## config.mk

```make
export PLATFORM = sky130hd
export DESIGN_NAME = seg_scan_controller
export DESIGN_NICKNAME = d
export VERILOG_FILES = /design/src/rtl/seg_scan_controller.sv
export SDC_FILE = /design/constraint.sdc
export NUM_CORES = 1
export LEC_CHECK = 0
export CAP_MARGIN = 30
export CORE_MARGIN = 3
export CORE_UTILIZATION = 45
export DETAILED_ROUTE_END_ITERATION = 6
export GPL_ROUTABILITY_DRIVEN = 0
export GPL_TIMING_DRIVEN = 0
export PLACE_DENSITY = 0.7
export SYNTH_ARGS = -nofsm -noshare
export SYNTH_HDL_FRONTEND = slang
export SYNTH_SLANG_ARGS = --single-unit
```

## constraint.sdc

```tcl
create_clock -name mClk -period 3.05 [get_ports mClk]
set_input_delay 0.61 -clock mClk [delete_from_list [all_inputs] [get_ports mClk]]
set_output_delay 0.61 -clock mClk [all_outputs]
set_load 0.02 [all_outputs]
```

## src/rtl/seg_scan_controller.sv

```systemverilog
// seg_scan_controller
// Drives a 4-digit common-anode 7-segment display showing the cart bill total.
// Each digit is shown for one prescaler period. An all-off blanking gap
// separates consecutive digits to prevent ghosting.
// A new BCD value is latched only at a frame boundary, using a req/ack
// handshake. While the display is idle, a value can also be latched at any time.
//
// Handshake: the requester raises load_req with value_in stable and holds
// both until it sees load_ack. load_ack is a one-cycle pulse, asserted in the
// cycle after the edge that captured value_in. The requester must drop
// load_req in the cycle where it sees load_ack. Dropping load_req before
// load_ack withdraws the request, and nothing is latched.
module seg_scan_controller #(
  parameter int TICK_W    = 17,
  parameter int BLANK_CYC = 64,
  parameter int DP_DIGIT  = 2,
  parameter int LZ_BLANK  = 1
) (
  input  logic        mClk,
  input  logic        Reset,
  input  logic        enable,
  input  logic [15:0] value_in,
  input  logic        load_req,
  output logic        load_ack,
  output logic [3:0]  an,
  output logic [6:0]  seg,
  output logic        dp,
  output logic        frame_done,
  output logic [1:0]  dbg_state
);

  localparam int              BW         = (BLANK_CYC > 1) ? $clog2(BLANK_CYC) : 1;
  localparam logic [BW-1:0]   BLANK_LAST = BW'(BLANK_CYC - 1);
  localparam logic [1:0]      DP_IDX     = 2'(DP_DIGIT);

  typedef enum logic [1:0] {
    S_IDLE  = 2'd0,
    S_SHOW  = 2'd1,
    S_BLANK = 2'd2
  } state_t;

  state_t              r_state;
  logic [1:0]          r_idx;
  logic [15:0]         r_disp;
  logic [TICK_W-1:0]   r_presc;
  logic [BW-1:0]       r_blank;
  logic                r_load_ack;
  logic                r_frame_done;
  logic [3:0]          r_an;
  logic [6:0]          r_seg;
  logic                r_dp;

  logic                w_blank_last;
  logic                w_boundary;
  logic                w_latch;
  logic [15:0]         w_disp_nxt;
  logic [1:0]          w_show_idx;
  logic [3:0]          w_digit;
  logic [3:0]          w_nz;
  logic                w_lz;
  logic [3:0]          w_an_nxt;
  logic [6:0]          w_seg_nxt;
  logic                w_dp_nxt;

  // Active-low segment patterns {g,f,e,d,c,b,a}. Non-decimal codes show a dash.
  function automatic logic [6:0] decode(input logic [3:0] d);
    logic [6:0] p;
    case (d)
      4'd0:    p = 7'b1000000;
      4'd1:    p = 7'b1111001;
      4'd2:    p = 7'b0100100;
      4'd3:    p = 7'b0110000;
      4'd4:    p = 7'b0011001;
      4'd5:    p = 7'b0010010;
      4'd6:    p = 7'b0000010;
      4'd7:    p = 7'b1111000;
      4'd8:    p = 7'b0000000;
      4'd9:    p = 7'b0010000;
      default: p = 7'b0111111;
    endcase
    return p;
  endfunction

  // Compute the next-slot context.
  // The frame boundary is the BLANK exit after digit 3. A load latched on
  // that edge is displayed at once in the digit-0 slot that follows.
  always_comb begin
    w_blank_last = (r_blank == BLANK_LAST);
    w_boundary   = (r_state == S_BLANK) && enable && w_blank_last && (r_idx == 2'd3);
    // !r_load_ack in IDLE keeps load_ack a single pulse while the requester reacts.
    w_latch      = load_req && (((r_state == S_IDLE) && !r_load_ack) || w_boundary);
    w_disp_nxt   = w_latch ? value_in : r_disp;
    w_show_idx   = (r_state == S_BLANK) ? (r_idx + 2'd1) : 2'd0;
    w_digit      = w_disp_nxt[{w_show_idx, 2'b00} +: 4];
    w_nz         = {|w_disp_nxt[15:12], |w_disp_nxt[11:8], |w_disp_nxt[7:4], |w_disp_nxt[3:0]};
    // Blank a leading zero: the digit is above the decimal point, and it and all higher digits are zero.
    w_lz         = (LZ_BLANK != 0) && (w_show_idx > DP_IDX) && ((w_nz >> w_show_idx) == 4'd0);
    w_an_nxt     = w_lz ? 4'b1111 : ~(4'b0001 << w_show_idx);
    w_seg_nxt    = w_lz ? 7'h7F : decode(w_digit);
    w_dp_nxt     = w_lz || (w_show_idx != DP_IDX);
  end

  // Scan FSM. All display outputs are registered together with the state.
  always_ff @(posedge mClk or posedge Reset) begin
    if (Reset) begin
      r_state      <= S_IDLE;
      r_idx        <= 2'd0;
      r_disp       <= 16'h0000;
      r_presc      <= '0;
      r_blank      <= '0;
      r_load_ack   <= 1'b0;
      r_frame_done <= 1'b0;
      r_an         <= 4'b1111;
      r_seg        <= 7'h7F;
      r_dp         <= 1'b1;
    end else begin
      r_load_ack   <= 1'b0;
      r_frame_done <= 1'b0;
      case (r_state)
        S_IDLE: begin
          if (w_latch) begin
            r_disp     <= value_in;
            r_load_ack <= 1'b1;
          end
          if (enable) begin
            r_state <= S_SHOW;
            r_idx   <= 2'd0;
            r_presc <= '0;
            r_blank <= '0;
            r_an    <= w_an_nxt;
            r_seg   <= w_seg_nxt;
            r_dp    <= w_dp_nxt;
          end
        end
        S_SHOW: begin
          if (!enable) begin
            r_state <= S_IDLE;
            r_idx   <= 2'd0;
            r_presc <= '0;
            r_blank <= '0;
            r_an    <= 4'b1111;
            r_seg   <= 7'h7F;
            r_dp    <= 1'b1;
          end else if (&r_presc) begin
            r_state <= S_BLANK;
            r_presc <= '0;
            r_blank <= '0;
            r_an    <= 4'b1111;
            r_seg   <= 7'h7F;
            r_dp    <= 1'b1;
          end else begin
            r_presc <= r_presc + TICK_W'(1);
          end
        end
        S_BLANK: begin
          if (!enable) begin
            r_state <= S_IDLE;
            r_idx   <= 2'd0;
            r_presc <= '0;
            r_blank <= '0;
            r_an    <= 4'b1111;
            r_seg   <= 7'h7F;
            r_dp    <= 1'b1;
          end else if (w_blank_last) begin
            r_state <= S_SHOW;
            r_idx   <= r_idx + 2'd1;
            r_blank <= '0;
            r_an    <= w_an_nxt;
            r_seg   <= w_seg_nxt;
            r_dp    <= w_dp_nxt;
            if (r_idx == 2'd3) begin
              r_frame_done <= 1'b1;
              if (w_latch) begin
                r_disp     <= value_in;
                r_load_ack <= 1'b1;
              end
            end
          end else begin
            r_blank <= r_blank + BW'(1);
          end
        end
        default: begin
          r_state <= S_IDLE;
          r_idx   <= 2'd0;
          r_presc <= '0;
          r_blank <= '0;
          r_an    <= 4'b1111;
          r_seg   <= 7'h7F;
          r_dp    <= 1'b1;
        end
      endcase
    end
  end

  assign load_ack   = r_load_ack;
  assign frame_done = r_frame_done;
  assign an         = r_an;
  assign seg        = r_seg;
  assign dp         = r_dp;
  assign dbg_state  = r_state;

endmodule
```

**After elaboration in Yosys (flattened, before gate mapping)**

Memories as Yosys holds them, arrays and structs flattened.
Cells that the tools add are included.

- Register bits: 57
- Bits in latches: 0
- RAM bits: 0
- Bits in read-only memories: 112
- Bits of input ports: 20
- Output and inout port bits: 16
- Word-level logic and storage cells: 111
- Memories kept: 1

- Add/sub/neg operators: 3
- $mul: 0
- Div/mod/pow operators: 0
- $lt $le $gt $ge: 1
- Equal/unequal tests: 13
- Shifts and indexed selects: 3
- Multiplexer cells: 57
- Bitwise logic cells: 1
- Reductions and logical operators: 22

Memories:

| memory | words | width | rd ports | clocked after memory_dff | wr ports | line | RTL |
|---|---|---|---|---|---|---|---|
| (no name shown) | 16 | 7 | 1 | 0 | 0 | 68 | `case (d)` |

Operators with widths:

| cell | count |
|---|---|
| $mux 17 | 4 |
| $mux 16 | 4 |
| $pmux 17 s3 | 1 |
| $mux 7 | 6 |
| $pmux 16 s2 | 1 |
| $mux 6 | 5 |
| $mux 4 | 6 |
| $pmux 7 s3 | 1 |
| $mux 2 | 10 |
| $pmux 6 s3 | 1 |
| $add 17x1->17 const B | 1 |
| $reduce_and 17->1 | 1 |
| $reduce_or 4->1 | 4 |
| $shiftx 16x5->4 | 1 |
| $ne 2x2->1 const B | 7 |
| $mux 1 | 13 |
| $pmux 2 s3 | 2 |
| $pmux 4 s3 | 1 |
| $add 6x1->6 const B | 1 |
| $eq 6x6->1 const B | 1 |
| $logic_and 1x1->1 | 6 |
| $ne 3x3->1 const B | 2 |
| $reduce_and 3->1 | 2 |
| $eq 2x2->1 const B | 2 |
| 15 further kinds | 17 |

**Logic depth before layout (Yosys ltp)**

- Depth after elaboration: 15
- Mapped depth: 13
- Gate-level depth less buffers: 12

**Worst setup path before layout**

Ideal clock, no wire load.

- Path kind: input to register
- Start: input port enable
- End: register r_seg[5] (netlist: seg[5])
- Library setup time: 0.081 ns
- Arrival: 2.690 ns
- Data required time: 2.969 ns
- Path slack: 0.279 ns
- Cell stages on the path: 11
- Path buffers: 2
- Cells stage by stage: buf_2 and4b_1 a41oi_2 buf_6 mux2_2 a22oi_1 inv_1 ha_1 inv_1 mux2i_1 o221a_1

- Word-level cells in the longest chain between the ends: 14
- Elaborated cells on any way between the ends: 25
- Classes of those cells: 3 x eq/ne; 2 x shift; 7 x mux; 12 x reduce/logical; 1 x memory

RTL lines:

| element | line | RTL |
|---|---|---|
| start: declaration | 21 | `input logic enable,` |
| branches (longest 14 deep; another with $mem_v2 16x7) | -- |  |
| end signal: assignment | 131 | `r_seg <= w_seg_nxt;` |
| end signal: assignment | 169 | `r_seg <= w_seg_nxt;` |
| end: declaration | 50 | `logic [6:0] r_seg;` |

Parallel ways; which one is timed is not known. The select of a mux whose other input is x is not followed.
A chain may end at the register's enable or synchronous reset.

**Worst setup path in the final report**

- Start: input port load_req
- End: register r_seg[2] (netlist: seg[2])

- Word-level cells in the longest chain between the ends: 10
- Elaborated cells on any way between the ends: 16
- Classes of those cells: 2 x shift; 6 x mux; 7 x reduce/logical; 1 x memory

RTL lines:

| element | line | RTL |
|---|---|---|
| start: declaration | 23 | `input logic load_req,` |
| $logic_and 1x1->1 (*) | 91 | `w_latch = load_req && (((r_state == S_IDLE) && !r_load_ack) \|\| w_boundary);` |
| $mux 16 (*) | -- |  |
| branches (longest 4 deep; another with $mem_v2 16x7) | -- |  |
| $mux 7 (*) | 99 | `w_seg_nxt = w_lz ? 7'h7F : decode(w_digit);` |
| $mux 7 | 164 | `end else if (w_blank_last) begin` |
| $mux 7 | 156 | `if (!enable) begin` |
| $pmux 7 s3 (*) | 119 | `case (r_state)` |

Mark *: on every way between the ends. The select of a mux whose other input is x is not followed.

==> metrics <==
number of flops mapped to enable cells by yosys=0; final hold vios=0; Post-Route Skew=roughly 7.8 ps; clock period minus final worst setup slack=~3000 ps; via count of the first global-routing pass=roughly 2,300; static leakage=1.582 nW; total CTS buffers=5; WHS Path Cells=2; Core Rows=29; Boundary Pins=36; routed length per instance=about 14 µm; top sig layer=met4; Filler Cells Inserted=596; max-slew violation total from the final report=0; standard cell core area=6459 µm²; data arrival time of the worst path=between 3000 and 4000 ps; areal power density over the cells=between 400 and 500 nW/µm²; Detail Placement HPWL=between 4000 and 5000 µm; maximum clock rate=between 300 and 400 MHz; clock-pin slew on the worst setup and hold paths=approximately 100 ps; Primary FF master, synth=dfrtp_1; Skew-Pair Late Insertion Delay=about 310 ps; Ys Warns=0; clock sink count=56; aggregate global routing overflow=0; r2r worst-path depth=11; global-route wire length before repair=roughly 11,000 µm; share of the yosys chip area belonging to registers=a little under half; netlist area before placement=3037 µm²; pin slew with the least headroom to its limit=~630 ps; data required time of the critical path=about 3300 ps; area growth from synthesis to final layout=21.18%; overall track demand over capacity in global routing=between 10% and 20%; #FFs+latches synth=56; Avg Cell Area, Syn=~9.3 µm²; fin util=56.97%; final std cells w/o fill=about 450; nature of the critical path endpoint=register; footprint of the multi-input gates=roughly 1500 µm²; number of violations reported at the end of detailed-routing iteration 0=~160; wire length after detailed routing=6522 µm; most common library cell in the layout ignoring fill and taps=nand2_1; layout cells sized above 1=13.37%; initial cell density of the core=between 40% and 50%; maximum root-to-sink buffer count=2; worst rel slew slack=around 57%; H-tree level count=2; Vias=around 2,500; number of standard cells after synthesis=325; pin count of the biggest net entering global routing=40; Yosys cell types=55; Register Area=1415 µm²; n_diodes=0; Residual DRC=0; Final Setup Violations=0; number of antenna violations at the first check in global routing=0; crit share post-route=between 90 and 100%; worst supply voltage drop on vdd=0.0002244 V; Total Die Area=between 7000 and 8000 µm²; Vias/cell=roughly 5.5; number of nets in the layout=roughly 400; met2 wire length=slightly below 3000 µm; die outline width=88.15 µm; metal1 wirelength=roughly 3300 µm; port bufs=34; total length of routed met3 wires=231 µm; Die Y=between 80 and 90 µm; commonest non-fill, non-tap cells in the layout=nand2_1, dfrtp_1, nor2_1, clkdlybuf4s50_1, o21ai_0; Clk Tree Root Cell=clkbuf_8; net count after synthesis=approximately 350; number of routed nets with antenna violations=0; Worst Path Max Fanout=10; status=finished clean; max-cap violations=0; TritonCTS clock tree=built; startpoint type of the worst setup path=primary input; DP Cell Count=between 400 and 500; fraction of registers with async set/reset=100.0%; first drt pass iteration count=4; worst hold path type=register to register; critical setup path kind=primary input to register
==> kinds of logic after synthesis <==
family / Yosys count / synth area share [%]
buf+inv: 27 / 4.120
mux: 13 / 4.821
xor+xnor: 13 / 3.750
compound gates: 64 / 14.30
flops: 56 / 46.60
simple gates: 143 / 22.70
fa+ha+maj: 9 / 3.708
==> cell usage after synthesis, drive strengths merged, types with 4 or more instances <==
master  instances  area, µm²
a22o            6      52.55
clkbuf          8      30.03
xnor2           7      61.31
xor2            6      52.55
o22ai           4      25.02
nand2b          4      25.02
nor2           35      131.4
nand2          50      187.7
inv            11      41.29
nand3          10      50.05
a221oi          4      52.56
buf             8      53.80
nand4           5      31.28
nor3            7      35.03
nor2b           5      31.28
dfrtp          45       1126
and3            8      50.05
or3             5      31.28
o21ai          25      125.1
dfstp          11      289.0
mux2            7      86.33
ha              9      112.6
mux2i           6      60.06
a21oi          12      60.06
==> per-stage QoR <==
| stage | TNS [ps] | area [µm²] | power (mW) | setup WS [ps] | hold WS (ps) |
|---|---|---|---|---|---|
| after floorplan | 0 | 3037 | 1.058 | 278.8 | 439.3 |
| after global placement | -2526 | 3473 | 1.169 | -260.0 | 461.6 |
| after detailed placement | -3184 | 3493 | 1.178 | -296.7 | 469.5 |
| after CTS | -9.440 | 3592 | 1.602 | -9.440 | 492.6 |
| after global routing | -24.78 | 3680 | 1.684 | -17.79 | 510.9 |
| final | 0 | 3680 | 1.599 | 130.5 | 490.9 |
==> path summary, 6_finish.rpt <==
check / from / to / slack, ps
max in group asynchronous: Reset / r_disp[7] / 1930
hold reg to reg: r_disp[1] / r_disp[1] / 490
hold / removal: r_disp[1] / r_disp[1] / 490
min in group asynchronous: Reset / r_blank[5] / 600
setup reg to reg: r_blank[0] / seg[2] / 160
setup / recovery: load_req / seg[2] / 130
==> registers in the layout (all words and copies together) (netlist names) <==
name        count
r_presc        17
an              4
r_blank         6
load_ack        1
dbg_state       2
frame_done      1
seg             7
r_idx           2
r_disp         16
==> routing by layer <==
layer	vias to the layer above	track usage (%)
li1	1225	-
met1	1190	26.37
met2	42	26.85
met3	6	3.104
met4	0	4.533
met5	-	0
==> power breakdown <==
| group | internal [mW] | total [mW] | switching [mW] |
|---|---|---|---|
| logic | 0.156 | 0.332 | 0.175 |
| registers | 0.817 | 0.847 | 0.0296 |
| clock network | 0.186 | 0.420 | 0.234 |
==> worst max-delay path: stages <==
cell and delay (ps):
clkdlybuf4s50_1 450, nor4b_4 150, a41oi_2 280, buf_6 180, buf_2 220, nand4_1 150, a22oi_2 300, inv_1 150
nor3_1 370, nand2_1 140, nor3b_1 170
==> timing repair <==
action | 4_1_cts | 5_1_grt
gates cloned | 0 | 1
buffers inserted | 0 | 6
resized for setup | 2 | 10
pin swaps | 0 | 2
endpoints found under the setup margin | 16 | 21
hold buffers | 0 | 0
==> final cells by class <==
cell class | count | area share (%)
inverter | 11 | 1.122
multi-input combinational | 242 | 41.92
clock buffer | 8 | 2.448
sequential | 56 | 38.46
tap | 77 | 2.618
timing repair buffer | 42 | 11.15
buffer | 15 | 2.278
Power figures use the tool's default switching activity.
==> edit 1 (config.mk and constraints unchanged) <==
The parameter `BLANK_CYC` goes from 64 to 128.
--- a/src/rtl/seg_scan_controller.sv
+++ b/src/rtl/seg_scan_controller.sv
@@ -13,5 +13,5 @@
 module seg_scan_controller #(
   parameter int TICK_W    = 17,
-  parameter int BLANK_CYC = 64,
+  parameter int BLANK_CYC = 128,
   parameter int DP_DIGIT  = 2,
   parameter int LZ_BLANK  = 1
Function: same outputs for any inputs over 10 cycles, from zero or initial values and one cycle with Reset high; that may be too few to reach the edited logic, so the function may still have changed.
==> edit 1 against the original RTL <==
- sequential cell count rose by 1
- cell area grew 6.3%
- total power rose by 21%
- critical path depth down 1
- wire length is 11% higher
- via count up 7.1%
- worst setup slack lost 0.033 ns
- synthesized area up 4.0%
- sequential power is 2% higher
- critical endpoint is now seg[5]$_DFFE_PP1P_
==> edit 1: results (changes against the original RTL) <==
| Metric | Value |
|---|---|
| Register Area | `1440 µm² (+1.8%)` |
| Largest delay contributor family on the critical path | `simple AND/OR/NAND/NOR gates` |
| Via count | `2639 (+7.1%)` |
| Worst-Skew Late Latency | `0.34 ns (+0.03 ns)` |
| Post-CTS Setup Inserts | `3 (+3)` |
| Worst hold slack | `0.4995 ns (+0.008577 ns)` |
| Static leakage | `0.001628 µW (+2.9%)` |
| Pre-antenna DRT Iters | `5 (+1)` |
| Per-cell routed wire length | `15.31 µm (+5.9%)` |
| Clk tree area frac | `5.312% (+2.9 points)` |
| Final nets | `405 (+0.75%)` |
| Post-layout util | `59.54% (+2.6 points)` |
| Mux cell area share after synthesis | `5.666% (+0.84 points)` |
| Yosys reg bits | `57 (+1.8%)` |
| Reg2reg start | `dbg_state[1]$_DFFE_PP0P_` |
| Outcome | `finished, final reports clean` |
| Num CTS Buffers | `9 (+4)` |
| Dpl cell area | `3645 µm² (+4.3%)` |
| Synth Area in Compound Gates | `14.82% (+0.52 points)` |
| Netlist cell types | `54 (-1.8%)` |
| Share of cells above drive strength 1 | `16.84% (+3.5 points)` |
| Routing usage on met1 | `26.40% (+0.028 points)` |
| DR WL met2 | `3290 µm (+12%)` |
| DP Worst Slack | `-0.5430 ns (-0.2463 ns)` |
| Clock buf count | `14 (+6)` |
| Synth area leaders | `dfrtp_1 36%, dfstp_2 9.2%, nor2_1 4.2%, ha_1 4.0%, nand2_1 3.8%` |
| CTS H-tree lvls | `3 (+1)` |
| Adder-cell share of the synthesized area | `3.962% (+0.25 points)` |
| Via density | `5.579 (+2.2%)` |
| Worst-path clk slew | `0.07 ns (-0.03 ns)` |
| Detail Placement HPWL | `5041 µm (+8.6%)` |
edit 1: changes by cell type after synthesis, moves of 4 or more:
| cell | change |
|---|---|
| nand3_1 | +4 |
| nand2_1 | -18 |
| mux2_2 | +7 |
| a31oi_1 | +6 |
| nor3_1 | -5 |
| and3_1 | -6 |
| a22o_1 | -5 |
| o22ai_1 | -4 |
| o21ai_0 | -5 |
| a21oi_1 | +10 |
edit 1: power by group:
group,leakage [µW],switching (µW),internal (µW)
clock,0.000107,295,443
sequential,0.000720,34.1,831
combinational,0.000801,167,164
total,0.00163,495,1440
edit 1: kinds of logic (layout without fill, tap and decap cells):
group           count (synthesis)  count (layout)
compound gates                 73              73
xor+xnor                       13              13
fa+ha+maj                      10              10
buf+inv                        24              79
flops                          57              57
mux                            16              16
simple gates                  132             132
edit 1: through the flow:
step	TNS, ns	cells
after floorplan	0	325
after global placement	-2.466	453
after detailed placement	-2.525	454
after CTS	0	473
after global routing	0	473
final	0	473
==> edit 2 (config.mk and constraints unchanged) <==
Without the edit above. Reset style: synchronous (`Reset`), changed in one clocked block.
--- a/src/rtl/seg_scan_controller.sv
+++ b/src/rtl/seg_scan_controller.sv
@@ -102,5 +102,5 @@
 
   // Scan FSM. All display outputs are registered together with the state.
-  always_ff @(posedge mClk or posedge Reset) begin
+  always_ff @(posedge mClk) begin
     if (Reset) begin
       r_state      <= S_IDLE;
Function: differs if Reset is asserted again (counterexample within 4 cycles, from zero or initial values and one cycle with Reset high); with Reset held inactive, the same outputs for 10 cycles.
==> edit 2 against the original RTL <==
- wire length increased by 13%
- non-clock buffer count decreased by 5
- synthesized cell count increased by 14%
- synthesized area decreased by 0.82%
- register-to-register slack improved by 0.08 ns
- cell area decreased by 2.3%
- worst setup slack improved by 0.11 ns
- sequential cell count unchanged
- total power decreased by 3.5%
- critical path type is now reg -> reg
==> edit 2: results (changes against the original RTL) <==
| Metric | Value |
|---|---|
| Netlist cell types | `56 (+1.8%)` |
| RR Endpoint | `seg[5]$_SDFFE_PP1P_` |
| Final nets | `441 (+9.7%)` |
| Cells after Synth | `370 (+14%)` |
| Largest delay contributor family on the critical path | `compound AO/OA/AOI/OAI gates` |
| Global-route wire length before repair | `12520 µm (+13%)` |
| Vias in the first global route | `2629 (+12%)` |
| Worst Min Path Start | `r_disp[11]$_SDFFE_PP0P_` |
| Flop pwr share | `51.3% (-1.7 points)` |
| Placed Cells | `482 (+10%)` |
| Finished Layout Cells | `490 (+8.6%)` |
| Final Routed Wirelength | `7364 µm (+13%)` |
| Outcome | `finished, final reports clean` |
| Detail Placement HPWL | `5579 µm (+20%)` |
| Post-cts resize count | `3 (+1)` |
| Slew margin rel. | `59.72% (+2.6 points)` |
| Worst-case reg-to-reg path depth | `11 (unchanged)` |
| Reg2Reg Setup Slack | `0.24 ns (+0.08 ns)` |
| Post-route clock skew | `0.01913 ns (+0.01137 ns)` |
| # port buffers | `35 (+2.9%)` |
| Synth area leaders | `dfxtp_1 37%, nor2_1 6.5%, nand2_1 5.4%, a21oi_1 4.0%, o21ai_0 4.0%` |
| Dpl cell area | `3458 µm² (-1.0%)` |
| Sequential share of the synthesized area | `37.22% (-9.4 points)` |
| Share of cells above drive strength 1 | `7.990% (-5.4 points)` |
| DP Worst Slack | `-0.3813 ns (-0.08460 ns)` |
| Static leakage | `0.001294 µW (-18%)` |
| Slowest stage delay, CP | `0.42 ns (-0.03 ns)` |
| VDD IR max | `0.2579 mV (+15%)` |
| Pre-antenna DRT Iters | `5 (+1)` |
| Reg2reg start | `r_blank[0]$_SDFFE_PP0P_` |
| CP max stage cell | `o311a_1` |
| GRT Util Overall | `20.45% (+2.7 points)` |
| Seq power | `792 µW (-6.5%)` |
| Internal power | `1077 µW (-7.1%)` |
| Syn nets | `399 (+13%)` |
| Worst hold slack | `0.4636 ns (-0.02730 ns)` |
| Final WS setup | `0.2358 ns (+0.1053 ns)` |
| Initial drt markers | `204 (+24%)` |
| Comb pwr share | `21.7% (+1.0 points)` |
| FFs w/ async S/R, synth | `0% (-100 points)` |
| Via density | `5.647 (+3.4%)` |
| Min-Delay Endpoint | `r_disp[11]$_SDFFE_PP0P_` |
| Largest net degree at the start of global routing | `18 (-55%)` |
| Most frequent cells after synthesis | `56 x dfxtp_1, 52 x nor2_1, 43 x nand2_1` |
## edit 2: cell families (layout without fill, tap and decap cells)
kind of cell | after synthesis | count (layout) | share of synthesized area, %
muxes | 9 | 9 | 3.116
and+or+nand+nor | 167 | 167 | 28.83
xor gates and xnor gates | 12 | 12 | 3.490
AOI/OAI and AO/OA | 90 | 90 | 19.73
buffers and inverters | 27 | 70 | 3.864
DFF | 56 | 56 | 37.22
adders and majority gates | 9 | 9 | 3.739
## edit 2: area by class of cell
type,instances,area [µm²]
fill,621,2828
multi-input combinational,287,1810
sequential,56,1121
timing repair buffer,36,362.8
tap,77,96.34
buffer,16,75.07
clock buffer,6,72.57
inverter,10,40.04
clock inverter,2,16.27
## edit 2: stage by stage
| stage | setup TNS (ns) | utilization [%] |
|---|---|---|
| after floorplan | 0 | - |
| after global placement | -2.477 | 53.85 |
| after detailed placement | -3.076 | 53.85 |
| after CTS | 0 | 55.39 |
| after global routing | -0.001351 | 55.97 |
| final | 0 | 55.97 |
## edit 2: how the worst max path moves through the flow
stage	start	to	cells past startpoint
6_report	r_blank[0]$_SDFFE_PP0P_	seg[5]$_SDFFE_PP1P_	11
5_1_grt	r_presc[3]$_SDFFE_PP0P_	r_blank[2]$_SDFFE_PP0P_	11
4_1_cts	enable	seg[5]$_SDFFE_PP1P_	12
3_5_place_dp	enable	seg[5]$_SDFFE_PP1P_	12
3_3_place_gp	enable	seg[3]$_SDFFE_PP1P_	10
2_1_floorplan	r_presc[0]$_SDFFE_PP0P_	seg[2]$_SDFFE_PP1P_	11
## edit 2: layer usage
metal / part of all wire [%] / GRT usage, %
met5: 0 / 0
met1: 48 / 27.95
met3: 4.5 / 3.763
met4: 0.94 / 5.579
met2: 46 / 33.08
